==> src/rtl/cp0_pkg.sv <==
// cp0_pkg: shared CP0 register numbers, Status/Cause bit positions
// and interrupt FSM state encoding for the CP0 interrupt unit.
package cp0_pkg;

    localparam logic [4:0] CP0_COUNT   = 5'd9;
    localparam logic [4:0] CP0_COMPARE = 5'd11;
    localparam logic [4:0] CP0_STATUS  = 5'd12;
    localparam logic [4:0] CP0_CAUSE   = 5'd13;
    localparam logic [4:0] CP0_EPC     = 5'd14;

    localparam int ST_IE    = 0;
    localparam int ST_EXL   = 1;
    localparam int ST_IM_LO = 8;
    localparam int CA_IP_LO = 8;

    typedef enum logic [1:0] {
        S_IDLE    = 2'd0,
        S_REQ     = 2'd1,
        S_SERVICE = 2'd2
    } cp0_state_t;

endpackage

==> src/rtl/cp0_timer.sv <==
// cp0_timer: Count/Compare pair with the timer-pending flag (IP[7]).
// Ports: clk, rst, i_we_count, i_we_compare, i_wdata -> o_count, o_compare, o_pending.
module cp0_timer (
    input  logic        clk,
    input  logic        rst,
    input  logic        i_we_count,
    input  logic        i_we_compare,
    input  logic [31:0] i_wdata,
    output logic [31:0] o_count,
    output logic [31:0] o_compare,
    output logic        o_pending
);

    logic [31:0] r_count;
    logic [31:0] r_compare;
    logic        r_pending;

    always_ff @(posedge clk or posedge rst) begin
        if (rst) begin
            r_count   <= '0;
            r_compare <= 32'hFFFF_FFFF;
            r_pending <= 1'b0;
        end else begin
            r_count <= i_we_count ? i_wdata : r_count + 32'd1;
            if (i_we_compare)
                r_compare <= i_wdata;
            // a Compare write acknowledges the timer even on a match cycle
            if (i_we_compare)
                r_pending <= 1'b0;
            else if (r_count == r_compare)
                r_pending <= 1'b1;
        end
    end

    assign o_count   = r_count;
    assign o_compare = r_compare;
    assign o_pending = r_pending;

endmodule

==> src/rtl/cp0_intr_unit.sv <==
// cp0_intr_unit: CP0 Status/Cause/EPC registers, interrupt request FSM, optional timer.
// Ports: MTC0/MFC0 (copWE, copAddr, copWrData, copRdData), IntIn, InterruptRequest/Handled,
// ResumePC, EPC. Timer (Count/Compare, IP[7]) is present only with macro CP0_TIMER_EN.
module cp0_intr_unit (
    input  logic        clk,
    input  logic        rst,
    input  logic        copWE,
    input  logic [4:0]  copAddr,
    input  logic [31:0] copWrData,
    output logic [31:0] copRdData,
    input  logic [1:0]  IntIn,
    output logic        InterruptRequest,
    input  logic        InterruptHandled,
    input  logic [31:0] ResumePC,
    output logic [31:0] EPC
);

    import cp0_pkg::*;

    cp0_state_t  r_state;
    cp0_state_t  w_next;
    logic        r_ie;
    logic        r_exl;
    logic [7:0]  r_im;
    logic [1:0]  r_ip_hw;
    logic [31:0] r_epc;

    logic [31:0] w_count;
    logic [31:0] w_compare;
    logic        w_tip;
    logic [7:0]  w_ip;
    logic        w_pend;
    logic        w_take;
    logic        w_wr_status;
    logic        w_wr_epc;

    assign w_wr_status = copWE && (copAddr == CP0_STATUS);
    assign w_wr_epc    = copWE && (copAddr == CP0_EPC);

`ifdef CP0_TIMER_EN
    cp0_timer u_timer (
        .clk          (clk),
        .rst          (rst),
        .i_we_count   (copWE && (copAddr == CP0_COUNT)),
        .i_we_compare (copWE && (copAddr == CP0_COMPARE)),
        .i_wdata      (copWrData),
        .o_count      (w_count),
        .o_compare    (w_compare),
        .o_pending    (w_tip)
    );
`else
    assign w_count   = '0;
    assign w_compare = '0;
    assign w_tip     = 1'b0;
`endif

    assign w_ip   = {w_tip, 3'b000, r_ip_hw, 2'b00};
    assign w_pend = r_ie & ~r_exl & (|(w_ip & r_im));

    always_ff @(posedge clk or posedge rst) begin
        if (rst)
            r_state <= S_IDLE;
        else
            r_state <= w_next;
    end

    always_comb begin
        w_next           = r_state;
        w_take           = 1'b0;
        InterruptRequest = 1'b0;
        unique case (r_state)
            S_IDLE: begin
                if (w_pend)
                    w_next = S_REQ;
            end
            S_REQ: begin
                InterruptRequest = 1'b1;
                if (InterruptHandled) begin
                    w_take = 1'b1;
                    w_next = S_SERVICE;
                end else if (!w_pend) begin
                    w_next = S_IDLE;
                end
            end
            S_SERVICE: begin
                if (!r_exl)
                    w_next = S_IDLE;
            end
            default: w_next = S_IDLE;
        endcase
    end

    always_ff @(posedge clk or posedge rst) begin
        if (rst) begin
            r_ie    <= 1'b0;
            r_exl   <= 1'b0;
            r_im    <= '0;
            r_ip_hw <= '0;
            r_epc   <= '0;
        end else begin
            r_ip_hw <= IntIn;
            if (w_wr_status) begin
                r_ie  <= copWrData[ST_IE];
                r_exl <= copWrData[ST_EXL];
                r_im  <= copWrData[ST_IM_LO +: 8];
            end
            // taking the interrupt forces EXL over a same-cycle Status write
            if (w_take)
                r_exl <= 1'b1;
            if (w_take)
                r_epc <= ResumePC;
            else if (w_wr_epc)
                r_epc <= copWrData;
        end
    end

    always_comb begin
        copRdData = '0;
        unique case (copAddr)
            CP0_COUNT:   copRdData = w_count;
            CP0_COMPARE: copRdData = w_compare;
            CP0_STATUS:  copRdData = {16'h0, r_im, 6'h0, r_exl, r_ie};
            CP0_CAUSE:   copRdData = {16'h0, w_ip, 8'h0};
            CP0_EPC:     copRdData = r_epc;
            default:     copRdData = '0;
        endcase
    end

    assign EPC = r_epc;

endmodule

==> config.mk <==
export PLATFORM = sky130hd
export DESIGN_NAME = cp0_intr_unit
export DESIGN_NICKNAME = d
export VERILOG_FILES = /design/src/rtl/cp0_pkg.sv /design/src/rtl/cp0_timer.sv /design/src/rtl/cp0_intr_unit.sv
export SDC_FILE = /design/constraint.sdc
export NUM_CORES = 1
export LEC_CHECK = 0
export ABC_AREA = 1
export BUFFER_PORTS_ARGS = -buffer_cell sky130_fd_sc_hd__buf_2
export CORE_UTILIZATION = 40
export CTS_BUF_LIST = sky130_fd_sc_hd__clkbuf_8
export DETAILED_ROUTE_END_ITERATION = 10
export GPL_TIMING_DRIVEN = 0
export PLACE_DENSITY = 0.75
export SLEW_MARGIN = 20
export SYNTH_ARGS = -nofsm -noshare
export SYNTH_HDL_FRONTEND = slang
export SYNTH_SLANG_ARGS = --single-unit
==> constraint.sdc <==
create_clock -name clk -period 4.05 [get_ports clk]
set_input_delay 0.6075 -clock clk [delete_from_list [all_inputs] [get_ports clk]]
set_output_delay 0.6075 -clock clk [all_outputs]
set_load 0.01 [all_outputs]
## After elaboration in Yosys (flattened, before gate mapping)

Index checks and enable logic that the tools add are counted.

| operators by class | value |
|---|---|
| eq/ne operators | 8 |
| muxes and demuxes | 13 |
| bitwise operators | 4 |
| reductions and logical operators | 7 |

Operators by type and width:

| operator | count |
|---|---|
| case mux 32 bit (3 select lines) | 1 |
| two-way mux 32 bit | 2 |
| equality test 5 x 4 -> 1 bit, second input constant | 3 |
| bitwise AND 4 x 8 -> 8 bit | 1 |
| two-way mux 2 bit | 4 |
| OR reduction 8 bit | 1 |
| case mux 2 bit (3 select lines) | 1 |
| two-way mux 1 bit | 5 |
| inequality test 2 bit, second input constant | 2 |
| nonzero test 2 bit | 2 |
| inequality test 3 bit, second input constant | 1 |
| AND reduction 3 bit | 1 |
| bitwise AND 1 bit | 2 |
| equality test 2 x 1 -> 1 bit, second input constant | 1 |
| equality test 2 bit, second input constant | 1 |
| logical AND 1 bit | 2 |
| zero test 2 bit | 1 |
| NOT 1 bit | 1 |

| word-level totals | value |
|---|---|
| register bits | 46 |
| bits of input ports | 75 |
| output and inout port bits | 65 |
| logic and storage cells | 38 |

## Depth between registers and ports, before layout

| depth | value |
|---|---|
| word-level depth | 6 |
| depth in mapped cells | 8 |
| mapped depth without buffers | 6 |

## Least setup slack after synthesis

Ideal clock, no wire load.

| path | value |
|---|---|
| kind | input to output |
| start point | in copAddr[3] |
| end point | out copRdData[16] |
| data arrival time | 1.348 ns |
| data required time | 3.442 ns |
| slack | 2.095 ns |
| stages on the path | 7 |
| path buffers | 1 |
| cells stage by stage | nand2_1 inv_1 nand2_1 nor2_1 inv_2 buf_6 nor2_1 |

| between the ends | value |
|---|---|
| cells in the longest elaborated chain, start to end | 2 |
| elaborated cells between the ends (all ways) | 4 |
| those cells by class | eq/ne: 3; mux: 1 |

Ends and longest elaborated chain:

| item | line | RTL |
|---|---|---|
| from (decl) | cp0_intr_unit.sv:8 | `input logic [4:0] copAddr,` |
| equality test 5 x 4 -> 1 bit | cp0_intr_unit.sv:119 | `unique case (copAddr)` |
| case mux 32 bit (3 select lines) (*) | cp0_intr_unit.sv:119 |  |
| to (decl) | cp0_intr_unit.sv:10 | `output logic [31:0] copRdData,` |

Every way passes the cells marked *; elsewhere a longest branch is shown, timed or not.

## Final worst setup path

| path | value |
|---|---|
| start point | in copAddr[0] |
| end point | out copRdData[11] |

Same word-level chain as after synthesis.

==> run summary <==
Number of cells produced by synthesis = 394
YS warnings = 0
Avg Cell Area, Syn = 6.77 µm²
Reg2Reg Depth = 7
Die Wd = 83.7 µm
Distinct cells, synth = 18
CORE AREA = 6390 µm²
Post-cts resize count = 0
Clock sinks = 46
Fillers = 635
Worst min path class = in -> async
Die height = 83.7 µm
Pwr Total = 1.60 mW
Largest net degree at the start of global routing = 25
CTS root buf = clkbuf_8
DRT Wirelength = 7880 µm
Unrepaired setup endpoints after global routing = no
R2r setup slk = 2700 ps
Routed WL per cell = 12.7 µm
Maximum VDD drop = 0.256 mV
CP endpoint kind = primary output
CP arrival = 1690 ps
Ant. Diodes = 0
Fin cells = 618
Fmax = 0.435 GHz
Port bufs = 138
Post-route ant nets = 0
Power Dens Cells = 449 nW/µm²
Crit Path Class = in -> out
Max_cap viols = 0
TritonCTS clock tree = done
DR DRC count = 0
Leak = 2.21 nW
Slew Viols, Final = 0
DP HPWL = 5950 µm
Die Area = 7000 µm²
Initial Utilization = 0.418
Worst-margin pin slew = 510 ps
Vias per cell = 4.86
Grt total ovfl = 0
Crit path time final = 2300 ps
Worst Setup Slack, final = 1750 ps
# hold bufs at CTS = 0
First-pass GRT wire length = 13400 µm
CP Launch Type = primary input
Postcts setup bufs = 0
1st-iter DRT viols = 118
Post-Syn Nets = 469
Initial antenna violation count = 0
Worst-path clk slew = 90 ps
Count of final hold-check violations = 0
Nets = 615
Via count = 3002
Row Count = 29
Placed cells = 610
Total negative slack = 0 ps
Tcrit/Tclk final = 0.568
Worst clock skew = 4.69 ps
Total Routing Usage GR = 0.237
Share of cells above drive strength 1 = 0.327
Vias in the first global route = 2859
Placer Congestion = 0.827
Max-slew headroom = 0.660
Skew-Pair Late Insertion Delay = 290 ps
Cell Area, Synth = 2670 µm²
Critical Path RT = 3440 ps
# setup viols final = 0
Place WS = 1750 ps
Max H-tree Level = 2
Clk buf depth = 2
CTS buffer count = 5
Router iterations before antenna repair = 4
Crit-path max FO = 10
Seq/Total Area, Yosys = 0.431
Num ports = 140
Status = completed
Yosys reg bits = 46
Layout area overhead = 33.7%
[layer usage]
metal | up-vias | part of all wire | GRT usage
met2 | 112 | 0.48 | 0.408
met4 | 0 | 0.017 | 0.0647
met1 | 1370 | 0.43 | 0.312
met5 | - | 0 | 0
li1 | 1508 | - | -
met3 | 12 | 0.065 | 0.0346
[cells in the final DEF (no fill, tap or decap), drive strengths merged]
cell type,instances
nand2,172
buf,158
nand3,70
dfrtp,46
inv,40
nor2,28
clkbuf,11
o21ai,9
nand4,4
a21oi,1
o31ai,1
clkinv,1
[state kept, by name (all words and copies together), names as in the netlist]
name,flops
r_exl,1
r_im,8
EPC,32
r_ip_hw,2
r_ie,1
r_state,2
[final cells by class]
class / count / area (µm²) / area share
clock buffer: 6 / 82.6 / 0.0231
tap: 77 / 96.3 / 0.0270
timing repair buffer: 139 / 711 / 0.199
multi-input combinational: 285 / 1220 / 0.343
buffer: 24 / 148 / 0.0414
clock inverter: 2 / 8.76 / 0.00246
inverter: 39 / 146 / 0.0410
sequential: 46 / 1150 / 0.323
[cells in the mapped netlist]
master | number | area, µm²
nor2_2 | 3 | 18.8
nand2_2 | 1 | 6.26
o21ai_0 | 9 | 45.0
inv_2 | 2 | 7.51
a21oi_1 | 1 | 5.00
nor2_4 | 2 | 22.5
buf_6 | 3 | 33.8
dfrtp_1 | 46 | 1150
nand3_2 | 3 | 30.0
inv_1 | 37 | 139
nor2_1 | 23 | 86.3
nand3_1 | 67 | 335
nand2_1 | 171 | 642
o31ai_1 | 1 | 7.51
buf_4 | 6 | 45.0
nand4_1 | 4 | 25.0
buf_2 | 10 | 50.1
clkbuf_1 | 5 | 18.8
[through the flow]
step	cell area (µm²)	util	hold WS [ps]
4_1_cts	3570	0.559	347
2_1_floorplan	2670	-	453
6_report	3570	0.559	331
5_1_grt	3570	0.559	375
3_3_place_gp	3460	0.541	465
3_5_place_dp	3480	0.544	473
[worst paths after layout]
path	end	startpoint
min in group clk	r_ip_hw[0]	IntIn[0]
worst min register to register	r_im[6]	r_im[6]
worst max register to register	EPC[25]	r_state[0]
worst min-delay path	EPC[12]	rst
worst max-delay path	copRdData[11]	copAddr[0]
max in group asynchronous	EPC[29]	rst
[report_power, final]
group,internal (mW),switching (mW)
Clock,0.136,0.152
Combinational,0.250,0.308
Sequential,0.628,0.129
Total,1.01,0.590
[critical path: stages]
cell,delay (ps)
buf_2,130
nor2_4,150
nand2_1,100
nor2_1,190
buf_4,220
nand2_1,70
nand3_1,90
buf_2,130
[logic make-up (layout without fill, tap and decap cells)]
family	after synthesis	after routing	share of synthesized area
AO/OA/AOI/OAI	11	11	0.0216
flip-flops	46	46	0.431
AND/OR/NAND/NOR	274	274	0.437
buffers and inverters	63	210	0.110
Power figures use the tool's default switching activity.
